$ cat src/rtl/prom16_loader.sv
// prom16_loader: accepts 16 program bytes over valid/ready and writes them to prom16_8bit addresses 0..15.
// Define PROM16_LOADER_VERIFY_EN to add a read-back pass that compares the memory sum against the checksum.
module prom16_loader #(
    parameter int DEPTH = 16,
    parameter int AW    = 4,
    parameter int DW    = 8
) (
    input  logic          clk,
    input  logic          clr,
    input  logic          start,
    input  logic [DW-1:0] in_data,
    input  logic          in_valid,
    output logic          in_ready,
    output logic [DW-1:0] mem_data_in,
    output logic [AW-1:0] mem_addr,
    output logic          mem_low_load,
    output logic          mem_low_o_en,
    input  logic [DW-1:0] mem_data_out,
    output logic          busy,
    output logic          done,
    output logic          err,
    output logic [DW-1:0] checksum
);

    typedef enum logic [2:0] {
        S_IDLE,
        S_WAIT_BYTE,
        S_WRITE,
        S_DONE
`ifdef PROM16_LOADER_VERIFY_EN
        , S_VERIFY
`endif
    } state_t;

    localparam logic [AW-1:0] LAST = AW'(DEPTH - 1);

    state_t        r_state, w_state_next;
    logic [AW-1:0] r_index, w_index_next;
    logic          r_in_ready, w_in_ready_next;
    logic [DW-1:0] r_mem_data_in, w_mem_data_in_next;
    logic [AW-1:0] r_mem_addr, w_mem_addr_next;
    logic          r_low_load, w_low_load_next;
    logic          r_busy, w_busy_next;
    logic          r_done, w_done_next;
    logic [DW-1:0] r_checksum, w_checksum_next;
    logic          w_accept;
    logic          w_last_index;

`ifdef PROM16_LOADER_VERIFY_EN
    logic          r_low_o_en, w_low_o_en_next;
    logic          r_err, w_err_next;
    logic [DW-1:0] r_rb_sum, w_rb_sum_next;
    logic [DW-1:0] w_rb_sum_final;

    assign w_rb_sum_final = r_rb_sum + mem_data_out;
`endif

    assign w_accept     = (r_state == S_WAIT_BYTE) && in_valid && r_in_ready;
    assign w_last_index = (r_index == LAST);

    always_ff @(posedge clk) begin
        if (clr) begin
            r_state <= S_IDLE;
        end else begin
            r_state <= w_state_next;
        end
    end

    always_comb begin
        w_state_next = r_state;
        unique case (r_state)
            S_IDLE, S_DONE: begin
                if (start) w_state_next = S_WAIT_BYTE;
            end
            S_WAIT_BYTE: begin
                if (w_accept) w_state_next = S_WRITE;
            end
            S_WRITE: begin
                if (w_last_index) begin
`ifdef PROM16_LOADER_VERIFY_EN
                    w_state_next = S_VERIFY;
`else
                    w_state_next = S_DONE;
`endif
                end else begin
                    w_state_next = S_WAIT_BYTE;
                end
            end
`ifdef PROM16_LOADER_VERIFY_EN
            S_VERIFY: begin
                if (r_mem_addr == LAST) w_state_next = S_DONE;
            end
`endif
            default: w_state_next = S_IDLE;
        endcase
    end

    // Next values for every registered output; outputs only change on state events.
    always_comb begin
        w_index_next       = r_index;
        w_in_ready_next    = r_in_ready;
        w_mem_data_in_next = r_mem_data_in;
        w_mem_addr_next    = r_mem_addr;
        w_low_load_next    = r_low_load;
        w_busy_next        = r_busy;
        w_done_next        = r_done;
        w_checksum_next    = r_checksum;
`ifdef PROM16_LOADER_VERIFY_EN
        w_low_o_en_next    = r_low_o_en;
        w_err_next         = r_err;
        w_rb_sum_next      = r_rb_sum;
`endif
        unique case (r_state)
            S_IDLE, S_DONE: begin
                if (start) begin
                    w_index_next    = '0;
                    w_checksum_next = '0;
                    w_done_next     = 1'b0;
                    w_busy_next     = 1'b1;
                    w_in_ready_next = 1'b1;
                    w_mem_addr_next = '0;
`ifdef PROM16_LOADER_VERIFY_EN
                    w_err_next      = 1'b0;
`endif
                end
            end
            S_WAIT_BYTE: begin
                if (w_accept) begin
                    w_mem_data_in_next = in_data;
                    w_mem_addr_next    = r_index;
                    w_checksum_next    = r_checksum + in_data;
                    w_in_ready_next    = 1'b0;
                    w_low_load_next    = 1'b0;
                end
            end
            S_WRITE: begin
                w_low_load_next = 1'b1;
                if (w_last_index) begin
`ifdef PROM16_LOADER_VERIFY_EN
                    // Read enable asserts on the same edge the write strobe releases.
                    w_low_o_en_next = 1'b0;
                    w_mem_addr_next = '0;
                    w_rb_sum_next   = '0;
`else
                    w_done_next     = 1'b1;
                    w_busy_next     = 1'b0;
                    w_mem_addr_next = '0;
`endif
                end else begin
                    w_index_next    = r_index + 1'b1;
                    w_in_ready_next = 1'b1;
                end
            end
`ifdef PROM16_LOADER_VERIFY_EN
            S_VERIFY: begin
                w_rb_sum_next   = w_rb_sum_final;
                w_mem_addr_next = r_mem_addr + 1'b1;
                if (r_mem_addr == LAST) begin
                    w_err_next      = (w_rb_sum_final != r_checksum);
                    w_low_o_en_next = 1'b1;
                    w_done_next     = 1'b1;
                    w_busy_next     = 1'b0;
                    w_mem_addr_next = '0;
                end
            end
`endif
            default: ;
        endcase
    end

    always_ff @(posedge clk) begin
        if (clr) begin
            r_index       <= '0;
            r_in_ready    <= 1'b0;
            r_mem_data_in <= '0;
            r_mem_addr    <= '0;
            r_low_load    <= 1'b1;
            r_busy        <= 1'b0;
            r_done        <= 1'b0;
            r_checksum    <= '0;
`ifdef PROM16_LOADER_VERIFY_EN
            r_low_o_en    <= 1'b1;
            r_err         <= 1'b0;
            r_rb_sum      <= '0;
`endif
        end else begin
            r_index       <= w_index_next;
            r_in_ready    <= w_in_ready_next;
            r_mem_data_in <= w_mem_data_in_next;
            r_mem_addr    <= w_mem_addr_next;
            r_low_load    <= w_low_load_next;
            r_busy        <= w_busy_next;
            r_done        <= w_done_next;
            r_checksum    <= w_checksum_next;
`ifdef PROM16_LOADER_VERIFY_EN
            r_low_o_en    <= w_low_o_en_next;
            r_err         <= w_err_next;
            r_rb_sum      <= w_rb_sum_next;
`endif
        end
    end

    assign in_ready     = r_in_ready;
    assign mem_data_in  = r_mem_data_in;
    assign mem_addr     = r_mem_addr;
    assign mem_low_load = r_low_load;
    assign busy         = r_busy;
    assign done         = r_done;
    assign checksum     = r_checksum;

`ifdef PROM16_LOADER_VERIFY_EN
    assign mem_low_o_en = r_low_o_en;
    assign err          = r_err;
`else
    logic w_unused_rdata;
    assign w_unused_rdata = ^mem_data_out;
    assign mem_low_o_en   = 1'b1;
    assign err            = 1'b0;
`endif

endmodule

$ cat config.mk
export PLATFORM = sky130hd
export DESIGN_NAME = prom16_loader
export DESIGN_NICKNAME = d
export VERILOG_FILES = /design/src/rtl/prom16_loader.sv
export SDC_FILE = /design/constraint.sdc
export NUM_CORES = 1
export LEC_CHECK = 0
export BUFFER_PORTS_ARGS = -buffer_cell sky130_fd_sc_hd__buf_2
export CAP_MARGIN = 20
export CORE_MARGIN = 3
export CORE_UTILIZATION = 53
export CTS_BUF_LIST = sky130_fd_sc_hd__clkbuf_4
export CTS_CLUSTER_SIZE = 25
export DETAILED_ROUTE_END_ITERATION = 8
export GPL_TIMING_DRIVEN = 1
export PLACE_DENSITY_LB_ADDON = 0.05
export SYNTH_ARGS = -nofsm -noshare
export SYNTH_HDL_FRONTEND = slang
export SYNTH_SLANG_ARGS = --single-unit
$ cat constraint.sdc
create_clock -name clk -period 2.14 [get_ports clk]
set_input_delay 0.214 -clock clk [delete_from_list [all_inputs] [get_ports clk]]
set_output_delay 0.214 -clock clk [all_outputs]
set_load 0.005 [all_outputs]
* Yosys cells after proc, flatten, opt, wreduce, memory -nomap -nowiden
Cells that the tools add are included.
Word-level totals: register bits after elaboration 31, bits in latches 0, bits in writable memories 0, memory bits (read-only) 0, input port bits 20, output and inout bits 26, logic and storage cells 58, memories 0
Cells by class: $add $sub $neg 2, $mul 0, divide/modulo/power cells 0, magnitude comparators 0, eq/ne operators 8, shift-type cells 0, multiplexer cells 23, bitwise gates (word level) 0, reductions and logical operators 16
Operators with widths (count):
- $mux 4 | 4
- $mux 8 | 2
- $pmux 8 s2 | 1
- $pmux 4 s3 | 1
- $pmux 3 s3 | 1
- $reduce_and 3->1 | 3
- $add 8x8->8 | 1
- $ne 2x2->1 const B | 4
- $pmux 4 s2 | 1
- $reduce_and 4->1 | 2
- $eq 3x2->1 const B | 2
- $mux 1 | 6
- $mux 3 | 2
- $pmux 1 s2 | 3
- $reduce_and 2->1 | 3
- $reduce_bool 2->1 | 3
- $add 4x1->4 const B | 1
- $eq 4x4->1 const B | 1
- $eq 3x1->1 const B | 1
- $logic_not 3->1 | 1
- $pmux 1 s3 | 1
- $reduce_bool 3->1 | 1
- $logic_and 1x1->1 | 2
- $mux 2 | 1
- $reduce_or 2->1 | 1

* Longest topological paths before layout
depth after elaboration 5, gate-level depth with buffers 9

* Worst setup path after synthesis
OpenSTA, ideal clock, no wires.
kind flip-flop to flip-flop, start register r_checksum[0] (netlist: checksum[0]), end register r_checksum[6] (netlist: checksum[6]), setup time 0.130 ns, arrival time 1.702 ns, required time 2.010 ns, setup slack 0.308 ns, stages on the path, launching flop included 9, clock period less this slack 1.832 ns, cell sequence dfxtp_1 ha_1 fa_1 a21o_1 a21oi_2 o21bai_1 a21oi_1 xor2_1 o31ai_1
Between the ends: longest elaborated chain between the ends 3
Ends and longest elaborated chain:
- start, declared | RTL line 45 | logic [DW-1:0] r_checksum, w_checksum_next;
- start signal, assigned | RTL line 194 | r_checksum <= w_checksum_next;
- $add 8x8->8 | RTL line 131 | w_checksum_next = r_checksum + in_data;
- $mux 8 | RTL line 128 | if (w_accept) begin
- $pmux 8 s2 | RTL line 113 | unique case (r_state)
Every way passes these cells. The select of a mux whose other input is x is not followed. A chain may end at the register's enable or synchronous reset.

* Worst setup path in the final report
Ends and elaborated chain as after synthesis.

==> results.tsv <==
stage	metric	value	unit
critical_path	critPathMaxFanout	3	
floorplanning	core.rowCount	19	
detailed_routing	routed_wl	3210	um
critical_path	crit_buf_inv	0	
floorplanning	start_util	56.4	%
run	drv_cap	0	
clock_tree	cts_buffer_depth	2	
critical_path	cp-start-kind	register	
clock_tree	cts-buffers-inserted	5	
placement	dpl.hpwl	2430	um
timing	setup-tns-final	0	ps
cells_and_area	instances_no_fill	249	
grt	antenna_found_initial	0	
yosys	syn_inst	181	
grt	grt_pass1_vias	1174	
timing	setup_viol	0	
critical_path	crit_slowest_cell	fa_1	
cells_and_area	fin_area	1820	um^2
clock_tree	htreeDepth	2	
detailed_routing	drt_iter0_markers	30	
yosys	synth_top_family_by_area	compound AO/OA/AOI/OAI gates	
grt	grt_pass1_wl	5100	um
cells_and_area	fillCellCount	236	
yosys	yosys.area.top_type_share	38.3	%
yosys	synth_cell_types	41	
power_and_ir_drop	cellPowerDensity	943	nW/um^2
yosys	synthSimpleGateAreaFrac	19.4	%
yosys	synth-adder-area-share	10.0	%
worst_hold_path	hp-class	input pin to register	
detailed_routing	wl_per_cell	12.9	um
worst_hold_path	hold_depth	3	
yosys	ys_ff_latch	30	
floorplanning	die_h	60.4	um
detailed_routing	vias	1374	
cells_and_area	syn_to_final_growth	16.1	%
critical_path	end_kind	register	
power_and_ir_drop	vdd_drop_max	0.815	mV
timing	fin_skew	5.32	ps
critical_path	r2r_start	checksum[0]	
worst_hold_path	hold_path_end	mem_data_in[2]	
detailed_routing	via_per_inst	5.52	
critical_path	critPathMaxStageDelay	420	ps
power_and_ir_drop	p_total	1.72	mW
detailed_routing	firstDrtPassIters	4	
floorplanning	core	2780	um^2
power_and_ir_drop	p_leak	0.825	nW
clock_tree	postCtsSetupBuffers	0	
timing	maxSlewViolCount	0	
clock_tree	clock_sinks	30	
yosys	ys_top_cells_by_area	dfxtp_1 (38%), ha_1 (8.8%), a21oi_1 (6.7%), nand2_1 (6.2%), nor2_1 (4.8%)	
critical_path	r2r-end	checksum[6]	
yosys	synth-xor-area-share	4.47	%
critical_path	path_class	register to register	
yosys	synth_compound_area_share	22.6	%
clock_tree	cts_resized	0	
cells_and_area	final_cell_mix	buf_2 (35), dfxtp_1 (30), nand2_1 (26), a21oi_1 (21), nor2_1 (20)	
detailed_routing	drcViolationCount	0	
yosys	yosysWarnings	0	
critical_path	critical_path_required	2350	ps
floorplanning	die_w	60.4	um
timing	rsz0062_at_grt	false	
cells_and_area	final_common_cell	buf_2	
yosys	muxShareOfSynthArea	0.638	%
critical_path	ff2ff_setup_slack	150	ps
clock_tree	clk_pin_slew	90	ps
placement	placedCellCount	241	
timing	fin_crit	1990	ps
placement	io_buffers	35	
worst_hold_path	hp-start	in_data[2]	
timing	fmax	502	MHz
floorplanning	pin_count	46	
cells_and_area	finalNetCount	249	
floorplanning	dieArea	3650	um^2
detailed_routing	antenna_left	0	
placement	place_area	1740	um^2
grt	grt_util_all_layers	18.9	%
timing	fin_crit_sh	93.0	%
placement	gp_congestion	0.793	
cells_and_area	antenna_cells	0	
timing	worst_slew_pin_slew	516	ps
critical_path	worstPathCellList	ha_1, fa_1, a21o_1, a21oi_2, o21bai_1, a21oi_1, xor2_1, o31ai_1	
clock_tree	cts_tree	built	
run_status	status	finished clean	
cells_and_area	drive_above_1_share	25.7	%
clock_tree	clk-insertion-delay-late	330	ps
yosys	synth_area_per_cell	8.67	um^2
clock_tree	cts_root_buf	clkbuf_4	
clock_tree	ctsHoldBuffers	0	
yosys	syn_area	1570	um^2
critical_path	path_delay_family	compound AO/OA/AOI/OAI gates	
grt	grt_max_degree	30	
timing	hold_viol	0	
yosys	syn-num-nets	213	
timing	slew_headroom	65.6	%
critical_path	r2r_cells	8	
yosys	yosys.area.top_type	dfxtp_1	
grt	grt_overflow	0	
critical_path	crit_arrival	2200	ps
yosys	ys_seq_area_share	38.3	%
[area by class of cell]
class / instances / area [um^2] / area share, %
clock buffer: 5 / 37.5 / 2.06
clock inverter: 3 / 40.0 / 2.20
inverter: 3 / 11.3 / 0.618
multi-input combinational: 140 / 903 / 49.6
sequential: 30 / 601 / 33.0
tap: 31 / 38.8 / 2.13
timing repair buffer: 37 / 190 / 10.4
[worst max path at each step]
stage,startpoint,end,depth (start not counted)
global route,checksum[0],checksum[6],8
finish,checksum[0],checksum[6],8
CTS,checksum[0],checksum[6],8
floorplan,checksum[0],checksum[6],8
global placement,in_data[0],checksum[6],9
detailed placement,in_data[0],checksum[6],9
[worst register-to-register path: cells and delay by family, from the launching register on]
kind                     cells  cell delay [ps]
XOR/XNOR                     1              170
flip-flops                   1              330
adder cells (fa/ha/maj)      2              650
AO/OA/AOI/OAI                5              710
[logic make-up after synthesis]
kind of cell	count (synthesis)
AOI/OAI and AO/OA	51
muxes	1
DFF	30
adders and majority gates	12
other	2
xor gates and xnor gates	8
buffers and inverters	11
and+or+nand+nor	66
[per-layer routing]
metal	vias to the layer above	global-route usage, %	share of wire (%)
met5	-	0	0
met4	0	6.81	1.4
met3	7	6.60	5.9
met2	28	32.1	50
met1	640	22.2	42
li1	699	-	-
[metrics by stage]
stage / worst slack [ps] / util (%) / hold slack (ps)
global placement: 184 / 62.7 / 440
floorplan: 308 / - / 350
CTS: 140 / 65.5 / 110
detailed placement: 127 / 62.7 / 444
finish: 150 / 65.5 / 131
global route: 36.8 / 65.5 / 129
[power breakdown]
| group | switching, mW | internal [mW] |
|---|---|---|
| clock | 0.198 | 0.242 |
| combinational | 0.385 | 0.224 |
| sequential | 0.0496 | 0.619 |
[flip-flops by register name (all words and copies together), names as in the netlist]
signal	cells
done	1
mem_low_load	1
busy	1
mem_data_in	8
mem_addr	4
checksum	8
r_state	2
in_ready	1
r_index	4
[synth_stat cells]
master / n
a21oi_1: 21
o21ai_0: 1
nor3_2: 1
buf_2: 1
nand3_1: 2
ha_1: 11
a21o_1: 3
nor2b_1: 1
a211oi_1: 1
nand3b_1: 1
o21ai_1: 2
conb_1: 2
o21ai_2: 1
buf_4: 2
nor3_1: 3
and2b_1: 1
o31ai_1: 1
o21ai_4: 1
nand2b_1: 4
a21oi_2: 3
xor2_1: 4
nand2b_2: 1
nand4_1: 2
and3_1: 2
nand2_2: 1
a22oi_1: 9
nand3_2: 1
inv_1: 3
o21bai_1: 3
buf_6: 2
a211o_1: 2
a211oi_2: 1
dfxtp_1: 30
nor2_1: 20
xnor2_1: 4
a21oi_4: 1
mux2i_1: 1
clkbuf_1: 3
nand2_1: 26
o221ai_1: 1
fa_1: 1
Power figures use the tool's default switching activity.
